==> config.mk <==
export PLATFORM = sky130hd
export DESIGN_NAME = i2c_txn_fifo_flat
export DESIGN_NICKNAME = d
export VERILOG_FILES = /design/src/rtl/i2c_txn_fifo_if.sv /design/src/rtl/i2c_txn_fifo.sv /design/src/flat_wrapper.sv
export SDC_FILE = /design/constraint.sdc
export NUM_CORES = 1
export LEC_CHECK = 0
export CAP_MARGIN = 20
export CORE_MARGIN = 2
export CORE_UTILIZATION = 35
export CTS_BUF_LIST = sky130_fd_sc_hd__clkbuf_16
export CTS_CLUSTER_SIZE = 10
export DETAILED_ROUTE_END_ITERATION = 10
export DONT_BUFFER_PORTS = 1
export PLACE_DENSITY_LB_ADDON = 0.2
export SYNTH_ARGS = -nofsm -noshare
export SYNTH_HDL_FRONTEND = slang
export SYNTH_SLANG_ARGS = --single-unit
==> constraint.sdc <==
create_clock -name clk -period 4.1 [get_ports clk]
set_input_delay 0.205 -clock clk [delete_from_list [all_inputs] [get_ports clk]]
set_output_delay 0.205 -clock clk [all_outputs]
set_load 0.05 [all_outputs]
==> src/rtl/i2c_txn_fifo_if.sv <==
// Handshake bundle between the host/engine side and i2c_txn_fifo.
// With I2C_TXN_FIFO_ERR_EN defined it also carries err_clr/err_ovf/err_unf.
interface i2c_txn_fifo_if #(
    parameter int unsigned DATA_W = 8,
    parameter int unsigned ADDR_W = 4
);
    logic              wr_en;
    logic [DATA_W-1:0] wr_data;
    logic              wr_commit;
    logic              wr_rollback;
    logic              wr_full;
    logic              wr_afull;
    logic [ADDR_W:0]   wr_level;
    logic              rd_en;
    logic              rd_commit;
    logic              rd_rollback;
    logic [DATA_W-1:0] rd_data;
    logic              rd_valid;
    logic              rd_empty;
    logic              rd_aempty;
    logic [ADDR_W:0]   rd_level;
`ifdef I2C_TXN_FIFO_ERR_EN
    logic              err_clr;
    logic              err_ovf;
    logic              err_unf;
`endif

    modport master (
`ifdef I2C_TXN_FIFO_ERR_EN
        output err_clr,
        input  err_ovf,
        input  err_unf,
`endif
        output wr_en,
        output wr_data,
        output wr_commit,
        output wr_rollback,
        input  wr_full,
        input  wr_afull,
        input  wr_level,
        output rd_en,
        output rd_commit,
        output rd_rollback,
        input  rd_data,
        input  rd_valid,
        input  rd_empty,
        input  rd_aempty,
        input  rd_level
    );

    modport slave (
`ifdef I2C_TXN_FIFO_ERR_EN
        input  err_clr,
        output err_ovf,
        output err_unf,
`endif
        input  wr_en,
        input  wr_data,
        input  wr_commit,
        input  wr_rollback,
        output wr_full,
        output wr_afull,
        output wr_level,
        input  rd_en,
        input  rd_commit,
        input  rd_rollback,
        output rd_data,
        output rd_valid,
        output rd_empty,
        output rd_aempty,
        output rd_level
    );
endinterface

==> src/rtl/i2c_txn_fifo.sv <==
// Transactional FIFO with committed/speculative pointer pairs on both sides.
// Optional sticky overflow/underflow flags: define I2C_TXN_FIFO_ERR_EN.
module i2c_txn_fifo #(
    parameter int unsigned DATA_W    = 8,
    parameter int unsigned ADDR_W    = 4,
    parameter int unsigned AFULL_TH  = 12,
    parameter int unsigned AEMPTY_TH = 2
) (
    input logic           clk,
    input logic           rstn,
    i2c_txn_fifo_if.slave bus
);
    localparam int unsigned DEPTH = 1 << ADDR_W;

    typedef logic [ADDR_W:0] ptr_t;

    localparam ptr_t AFULL_LVL  = AFULL_TH[ADDR_W:0];
    localparam ptr_t AEMPTY_LVL = AEMPTY_TH[ADDR_W:0];
    localparam ptr_t DEPTH_LVL  = {1'b1, {ADDR_W{1'b0}}};

    ptr_t wr_ptr_q, wr_ptr_d;
    ptr_t wr_cmt_q, wr_cmt_d;
    ptr_t rd_ptr_q, rd_ptr_d;
    ptr_t rd_cmt_q, rd_cmt_d;

    logic [DATA_W-1:0] mem [DEPTH];
    logic [DATA_W-1:0] rd_data_q, rd_data_d;
    logic              rd_valid_q, rd_valid_d;

    logic full;
    logic empty;
    logic wr_accept;
    logic rd_accept;
    ptr_t wr_level;
    ptr_t rd_level;

    // Writer is bounded by the read commit point so rewound reads stay intact;
    // the reader only sees data up to the write commit point.
    always_comb begin
        full     = (wr_ptr_q[ADDR_W] != rd_cmt_q[ADDR_W]) &&
                   (wr_ptr_q[ADDR_W-1:0] == rd_cmt_q[ADDR_W-1:0]);
        empty    = (rd_ptr_q == wr_cmt_q);
        wr_level = wr_ptr_q - rd_cmt_q;
        rd_level = wr_cmt_q - rd_ptr_q;
    end

    always_comb begin
        wr_accept = bus.wr_en && !full && !bus.wr_rollback;
        wr_ptr_d  = wr_ptr_q;
        wr_cmt_d  = wr_cmt_q;
        if (bus.wr_rollback) begin
            wr_ptr_d = wr_cmt_q;
        end else begin
            if (wr_accept) begin
                wr_ptr_d = wr_ptr_q + ptr_t'(1);
            end
            if (bus.wr_commit) begin
                wr_cmt_d = wr_ptr_d;
            end
        end
    end

    always_comb begin
        rd_accept  = bus.rd_en && !empty && !bus.rd_rollback;
        rd_ptr_d   = rd_ptr_q;
        rd_cmt_d   = rd_cmt_q;
        rd_data_d  = rd_data_q;
        rd_valid_d = rd_accept;
        if (bus.rd_rollback) begin
            rd_ptr_d = rd_cmt_q;
        end else begin
            if (rd_accept) begin
                rd_ptr_d  = rd_ptr_q + ptr_t'(1);
                rd_data_d = mem[rd_ptr_q[ADDR_W-1:0]];
            end
            if (bus.rd_commit) begin
                rd_cmt_d = rd_ptr_d;
            end
        end
    end

    always_ff @(posedge clk or negedge rstn) begin
        if (!rstn) begin
            wr_ptr_q   <= '0;
            wr_cmt_q   <= '0;
            rd_ptr_q   <= '0;
            rd_cmt_q   <= '0;
            rd_data_q  <= '0;
            rd_valid_q <= 1'b0;
        end else begin
            wr_ptr_q   <= wr_ptr_d;
            wr_cmt_q   <= wr_cmt_d;
            rd_ptr_q   <= rd_ptr_d;
            rd_cmt_q   <= rd_cmt_d;
            rd_data_q  <= rd_data_d;
            rd_valid_q <= rd_valid_d;
        end
    end

    // Storage is deliberately not reset.
    always_ff @(posedge clk) begin
        if (wr_accept) begin
            mem[wr_ptr_q[ADDR_W-1:0]] <= bus.wr_data;
        end
    end

    assign bus.wr_full   = full;
    assign bus.wr_afull  = (wr_level >= AFULL_LVL);
    assign bus.wr_level  = wr_level;
    assign bus.rd_empty  = empty;
    assign bus.rd_aempty = (rd_level <= AEMPTY_LVL);
    assign bus.rd_level  = rd_level;
    assign bus.rd_data   = rd_data_q;
    assign bus.rd_valid  = rd_valid_q;

`ifdef I2C_TXN_FIFO_ERR_EN
    logic err_ovf_q, err_ovf_d;
    logic err_unf_q, err_unf_d;

    // Set wins over clear so an error in the clearing cycle is not lost.
    always_comb begin
        err_ovf_d = err_ovf_q;
        err_unf_d = err_unf_q;
        if (bus.err_clr) begin
            err_ovf_d = 1'b0;
            err_unf_d = 1'b0;
        end
        if (bus.wr_en && full && !bus.wr_rollback) begin
            err_ovf_d = 1'b1;
        end
        if (bus.rd_en && empty && !bus.rd_rollback) begin
            err_unf_d = 1'b1;
        end
    end

    always_ff @(posedge clk or negedge rstn) begin
        if (!rstn) begin
            err_ovf_q <= 1'b0;
            err_unf_q <= 1'b0;
        end else begin
            err_ovf_q <= err_ovf_d;
            err_unf_q <= err_unf_d;
        end
    end

    assign bus.err_ovf = err_ovf_q;
    assign bus.err_unf = err_unf_q;
`endif

`ifndef SYNTHESIS
    a_wr_level_bound : assert property (@(posedge clk) disable iff (!rstn)
        wr_level <= DEPTH_LVL);
    a_rd_level_bound : assert property (@(posedge clk) disable iff (!rstn)
        rd_level <= wr_level);
`endif

endmodule

==> src/flat_wrapper.sv <==
// flat-port wrapper written by rule: the top's interface ports become plain ports
module i2c_txn_fifo_flat 
#(
    parameter int unsigned DATA_W    = 8,
    parameter int unsigned ADDR_W    = 4,
    parameter int unsigned AFULL_TH  = 12,
    parameter int unsigned AEMPTY_TH = 2
)
  (clk, rstn, bus_wr_en, bus_wr_data, bus_wr_commit, bus_wr_rollback, bus_wr_full, bus_wr_afull, bus_wr_level, bus_rd_en, bus_rd_commit, bus_rd_rollback, bus_rd_data, bus_rd_valid, bus_rd_empty, bus_rd_aempty, bus_rd_level);
  i2c_txn_fifo_if #(.DATA_W(DATA_W), .ADDR_W(ADDR_W)) bus_i ();
  input logic clk;
  input logic rstn;
  input wire logic [$bits(bus_i.wr_en)-1:0] bus_wr_en;
  input wire logic [$bits(bus_i.wr_data)-1:0] bus_wr_data;
  input wire logic [$bits(bus_i.wr_commit)-1:0] bus_wr_commit;
  input wire logic [$bits(bus_i.wr_rollback)-1:0] bus_wr_rollback;
  output wire logic [$bits(bus_i.wr_full)-1:0] bus_wr_full;
  output wire logic [$bits(bus_i.wr_afull)-1:0] bus_wr_afull;
  output wire logic [$bits(bus_i.wr_level)-1:0] bus_wr_level;
  input wire logic [$bits(bus_i.rd_en)-1:0] bus_rd_en;
  input wire logic [$bits(bus_i.rd_commit)-1:0] bus_rd_commit;
  input wire logic [$bits(bus_i.rd_rollback)-1:0] bus_rd_rollback;
  output wire logic [$bits(bus_i.rd_data)-1:0] bus_rd_data;
  output wire logic [$bits(bus_i.rd_valid)-1:0] bus_rd_valid;
  output wire logic [$bits(bus_i.rd_empty)-1:0] bus_rd_empty;
  output wire logic [$bits(bus_i.rd_aempty)-1:0] bus_rd_aempty;
  output wire logic [$bits(bus_i.rd_level)-1:0] bus_rd_level;
  assign bus_i.wr_en = bus_wr_en;
  assign bus_i.wr_data = bus_wr_data;
  assign bus_i.wr_commit = bus_wr_commit;
  assign bus_i.wr_rollback = bus_wr_rollback;
  assign bus_wr_full = bus_i.wr_full;
  assign bus_wr_afull = bus_i.wr_afull;
  assign bus_wr_level = bus_i.wr_level;
  assign bus_i.rd_en = bus_rd_en;
  assign bus_i.rd_commit = bus_rd_commit;
  assign bus_i.rd_rollback = bus_rd_rollback;
  assign bus_rd_data = bus_i.rd_data;
  assign bus_rd_valid = bus_i.rd_valid;
  assign bus_rd_empty = bus_i.rd_empty;
  assign bus_rd_aempty = bus_i.rd_aempty;
  assign bus_rd_level = bus_i.rd_level;
  i2c_txn_fifo #(.DATA_W(DATA_W), .ADDR_W(ADDR_W), .AFULL_TH(AFULL_TH), .AEMPTY_TH(AEMPTY_TH)) u_core (.clk(clk), .rstn(rstn), .bus(bus_i));
endmodule
; ---- Yosys cells after proc, flatten, opt, wreduce, memory -nomap -nowiden
; Memory sizes are Yosys's and may differ from the RTL's. A register that Yosys moved wholly into a read port is not among the register bits.
; Cells that the tools add are included.
[totals]
out_inout_bits = 23
reg_bits = 21
rom_bits = 0
in_bits = 16
ram_bits = 128
n_memories = 1
latchBits = 0
[mem_list]
columns = memory, depth, word_bits, read_ports, rd_ports_with_merged_regs, wr, line
row1 = u_core.mem, 16, 8, 1, 1, 1, i2c_txn_fifo.sv:26  ; logic [DATA_W-1:0] mem [DEPTH];
[classes]
n_mux = 6
n_bitwise = 2
shifts = 0
multipliers = 0
add_sub_neg = 4
div_mod_pow = 0
order_cmp = 2
n_reduce_logical = 13
n_eq_ne = 3
[op_table]
columns = op, n
row1 = $mux W5, 4
row2 = $add A5 B1 Y5 const B, 2
row3 = $sub A5 B5 Y5, 2
row4 = $reduce_and A2 Y1, 3
row5 = $eq A5 B5 Y1, 1
row6 = $ge A5 B4 Y1 const B, 1
row7 = $le A5 B2 Y1 const B, 1
row8 = $logic_and A1 B1 Y1, 5
row9 = $logic_not A1 Y1, 5
row10 = $eq A4 B4 Y1, 1
row11 = $mux W1, 2
row12 = $not A1 Y1, 2
row13 = $ne A1 B1 Y1, 1

; ---- Logic depth before layout (Yosys ltp)
[logic_depth]
depth_word = 7
mapped_depth = 10

; ---- Worst setup path before layout
; OpenSTA, ideal clock, no wires.
[synth_timing]
kind = register to output
start = register u_core.rd_ptr_q[2]
end = output bus_rd_aempty
t_required_ns = 3.895
arrival_time_ns = 4.384
slack_ns = -0.489
path_stages_with_launch = 9
cell_sequence = dfrtp_1 buf_2 buf_1 inv_1 ha_1 a21o_1 a21oi_1 xor2_1 a2111oi_0
[synth_via]
elab_chain_len = 2
[synth_rtl]
columns = element, line
row1 = from (decl), i2c_txn_fifo.sv:23  ; ptr_t rd_ptr_q, rd_ptr_d;
row2 = from (signal assigned), i2c_txn_fifo.sv:93  ; rd_ptr_q <= rd_ptr_d;
row3 = $sub A5 B5 Y5, i2c_txn_fifo.sv:44  ; rd_level = wr_cmt_q - rd_ptr_q;
row4 = net bus_rd_level[4], flat_wrapper.sv:27  ; output wire logic [$bits(bus_i.rd_level)-1:0] bus_rd_level;
row5 = $le A5 B2 Y1, i2c_txn_fifo.sv:111  ; assign bus.rd_aempty = (rd_level <= AEMPTY_LVL);
row6 = to (decl), flat_wrapper.sv:26  ; output wire logic [$bits(bus_i.rd_aempty)-1:0] bus_rd_aempty;
; The timed path passes the listed nets, and every way through them passes these cells.

; ---- Worst setup path in the final report
[layout_timing]
start = register u_core.rd_ptr_q[1]
end = output bus_rd_aempty
[layout_via]
elab_chain_len = 2
[layout_rtl]
columns = element, line
row1 = $sub A5 B5 Y5, i2c_txn_fifo.sv:44
row2 = $le A5 B2 Y1, i2c_txn_fifo.sv:111
; Every way passes these cells.

==> run_results.csv <==
group,metric,value,unit
clock_tree,clk_path_buf_depth,2,
pwr,clockPowerShare,26.4,%
synthesis,syn-num-nets,392,
pwr,p_sw,2.46,mW
grt,grt_start_max_net_pins,36,
outcome,outcome,"finished clean",
drt,drc,0,
sta,max-slew-margin-rel,35.8,%
cells_and_area,n_antenna_cell,0,
worst_setup_path,path_cells,"inv_2 > ha_1 > nor2b_1 > o21a_1 > or3_1 > a2111oi_2 > buf_4",
pwr,p_comb_share,38.4,%
sta,min_period_over_period,70.1,%
worst_setup_path,reg2reg_to,"u_core.rd_cmt_q[1]$_DFFE_PN0P_",
floorplanning,core_area,0.0188,mm²
sta,worst_pin_slew,0.958,ns
floorplanning,initial_core_util,35.7,%
clock_tree,clk_pin_slew,0.06,ns
floorplanning,dieArea,0.0203,mm²
flow_run,drv_cap,0,
drt,antenna_left,0,
cells_and_area,area_growth,15.1,%
synthesis,netlist_instances,361,
clock_tree,cts_setup_buffers,0,
clock_tree,clk_latency,0.42,ns
worst_setup_path,crit_slowest_cell,"dfrtp_1",
floorplanning,die_y,142,µm
synthesis,synthTopCellsByArea,"edfxtp_1, dfrtp_1, mux4_2",
pwr,ir_drop,442,µV
drt,viasPerCell,5.16,
worst_setup_path,crit_path_start_kind,"flip-flop",
pwr,p_per_area,805,mW/mm²
worst_setup_path,crit_start,"u_core.rd_ptr_q[1]$_DFF_PN0_",
cells_and_area,drive_above_1_share,22.9,%
placed_design,dp_hpwl,8850,µm
worst_setup_path,critPathTopFamily,"compound AO/OA/AOI/OAI gates",
worst_setup_path,cp_data_required_time,3.89,ns
worst_setup_path,cp.depth,7,
worst_setup_path,r2r_start,"u_core.rd_ptr_q[1]$_DFF_PN0_",
cells_and_area,nets,416,
sta,skew,0.0105,ns
drt,drt-initial-drc-count,237,
pwr,internal_power,3.74,mW
placed_design,dp.cells,588,
clock_tree,cts-buffers-inserted,17,
drt,drtPass1Iterations,4,
worst_setup_path,arrival,2.67,ns
worst_setup_path,crit_fanout,11,
synthesis,syn-cell-area,0.00670,mm²
drt,drt-wirelength-per-cell,21.6,µm
floorplanning,ios,39,
synthesis,ys_types,40,
synthesis,synth-edff-count,128,
grt,grt_pass1_wl,20800,µm
synthesis,synth_seq_cells,157,
worst_setup_path,reg2reg_depth,6,
synthesis,ys.flop_type,"edfxtp_1",
grt,antenna_found_initial,0,
sta,hold_violations,0,
sta,finalWorstPathRequiredPeriod,2.87,ns
synthesis,ys_seq_area_share,68.2,%
worst_setup_path,rrSetupSlack,1.60,ns
synthesis,syn-mean-instance-area,18.5,µm²
clock_tree,clock-root-buffer,"clkbuf_16",
grt,grt_overflow_total,0,
worst_setup_path,cp-endpoint,"bus_rd_aempty",
min_path,hp-class,"in2reg",
sta,setup_viol,0,
drt,wirelength,13700,µm
sta,fmax,348,MHz
worst_setup_path,crit_type,"reg2out",
grt,grt.total_usage,14.4,%
sta,rsz0062_at_grt,"no",
synthesis,ys_warn_count,0,
worst_setup_path,critPathBufInv,2,
sta,slew_viol_final,0,
pwr,leakagePower,2.69,nW
cells_and_area,layout.cells.non_filler,632,
clock_tree,ctsHtreeMaxLevel,4,
pwr,switching_share,39.7,%
worst_setup_path,slowest_delay,0.43,ns
placed_design,gp_congestion,0.735,
grt,grt_pass1_vias,3418,
floorplanning,placementRows,50,
worst_setup_path,end_kind,"output pin",
clock_tree,cts_sinks,157,
clock_tree,tritoncts,"yes",
floorplanning,die_w,142,µm
synthesis,synth_top_area_share,57.4,%
synthesis,synth_top_area_cell,"edfxtp_1",
pwr,pwr-share-seq,35.2,%
drt,vias,3263,
synthesis,ys_async_sr_fraction,18.5,%
sta,finalSetupTns,0,ns
placed_design,numPortBuffers,0,
-- sequential cells by signal, indices dropped and copies added (netlist names) --
| signal | flops |
|---|---|
| u_core.bus.rd_data | 8 |
| u_core.mem | 128 |
| u_core.bus.rd_valid | 1 |
| u_core.rd_ptr_q | 5 |
| u_core.rd_cmt_q | 5 |
| u_core.wr_ptr_q | 5 |
| u_core.wr_cmt_q | 5 |
-- worst min path at each step --
stage                        startpoint                                 to  cells after the start
after floorplan                    rstn  u_core.bus.rd_data[0]$_DFFE_PN0P_                      0
after global placement             rstn       u_core.rd_ptr_q[4]$_DFF_PN0_                      0
after detailed placement           rstn     u_core.rd_cmt_q[4]$_DFFE_PN0P_                      0
after CTS                 bus_wr_commit     u_core.wr_cmt_q[1]$_DFFE_PN0P_                      2
after global routing      bus_rd_commit     u_core.rd_cmt_q[3]$_DFFE_PN0P_                      2
final                     bus_wr_commit     u_core.wr_cmt_q[1]$_DFFE_PN0P_                      2
-- power groups by stage --
stage / Combinational [mW] / Clock, mW / Sequential (mW)
after floorplan: 1.94 / 0 / 2.16
after global placement: 2.35 / 0 / 2.21
after detailed placement: 2.37 / 0 / 2.22
after CTS: 2.42 / 1.67 / 2.18
after global routing: 2.56 / 1.74 / 2.20
final: 2.38 / 1.64 / 2.18
-- layout by cell type, fill, tap and decap left out, types with 2 or more instances in the layout --
| cell | instances |
|---|---|
| a21o_1 | 2 |
| a21oi_1 | 10 |
| and2_1 | 16 |
| and4b_1 | 3 |
| buf_4 | 5 |
| bufinv_16 | 4 |
| clkbuf_16 | 17 |
| clkinvlp_4 | 2 |
| dfrtp_1 | 28 |
| dlygate4sd3_1 | 11 |
| edfxtp_1 | 128 |
| fa_1 | 2 |
| ha_1 | 13 |
| inv_1 | 19 |
| inv_6 | 3 |
| mux2_2 | 29 |
| mux4_1 | 13 |
| mux4_2 | 19 |
| nand2_1 | 3 |
| nand2b_1 | 2 |
| nor2_1 | 4 |
| nor2b_1 | 5 |
| nor3b_1 | 3 |
| o211ai_1 | 7 |
| o21a_1 | 2 |
| o21ai_0 | 2 |
| o22ai_1 | 16 |
| xnor2_1 | 8 |
| xor2_1 | 5 |
-- cells in the mapped netlist (2+ instances only) --
| cell | n |
|---|---|
| nor2b_1 | 5 |
| a21oi_1 | 10 |
| buf_4 | 2 |
| inv_1 | 16 |
| nor2_1 | 4 |
| o22ai_1 | 16 |
| clkbuf_1 | 4 |
| edfxtp_1 | 128 |
| a21o_1 | 2 |
| xor2_1 | 5 |
| buf_6 | 4 |
| o21ai_0 | 2 |
| nor3b_1 | 3 |
| mux4_2 | 19 |
| and2_1 | 16 |
| o21a_1 | 2 |
| ha_1 | 13 |
| fa_1 | 2 |
| mux2_2 | 29 |
| xnor2_1 | 8 |
| nand2_1 | 3 |
| dfrtp_1 | 29 |
| o211ai_1 | 7 |
| and4b_1 | 3 |
| nand2b_1 | 2 |
| mux4_1 | 13 |
-- what timing repair did --
| action | in CTS | in global routing |
|---|---|---|
| resized for setup | 0 | 0 |
| hold buffers | 12 | 0 |
| endpoints found under the hold margin | 167 | 0 |
-- metrics by stage --
step	instance area [µm²]	power [mW]	hold WS, ns	utilization, %	setup slack, ns
floorplan	6700	4.10	-0.0906	-	0.178
global placement	6950	4.57	-0.0899	37.1	1.68
detailed placement	6950	4.59	-0.0897	37.1	1.59
CTS	7710	6.28	0.199	41.1	1.19
global route	7710	6.51	0.215	41.1	1.09
finish	7710	6.20	0.204	41.1	1.23
-- cell families after synthesis --
group	share of synthesized area, %
buffers and inverters	2.20
XOR/XNOR	1.94
AND/OR/NAND/NOR	3.87
adder cells (fa/ha/maj)	3.03
AO/OA/AOI/OAI	4.11
multiplexers	16.6
flip-flops	68.2
-- layout make-up --
class	instances	area, µm²
inverter	17	63.8
timing repair buffer	17	168
clock inverter	15	198
tap	234	293
clock buffer	17	425
sequential	157	4570
multi-input combinational	175	1990
fill	1675	11100
-- per-layer routing --
metal	part of all wire, %	vias to the layer above	track usage (%)
met4	0.97	0	4.53
met5	0	-	0
met3	4.9	11	3.47
met1	43	1702	19.3
met2	51	58	23.4
li1	-	1492	-
(Power assumes the default switching activity.)
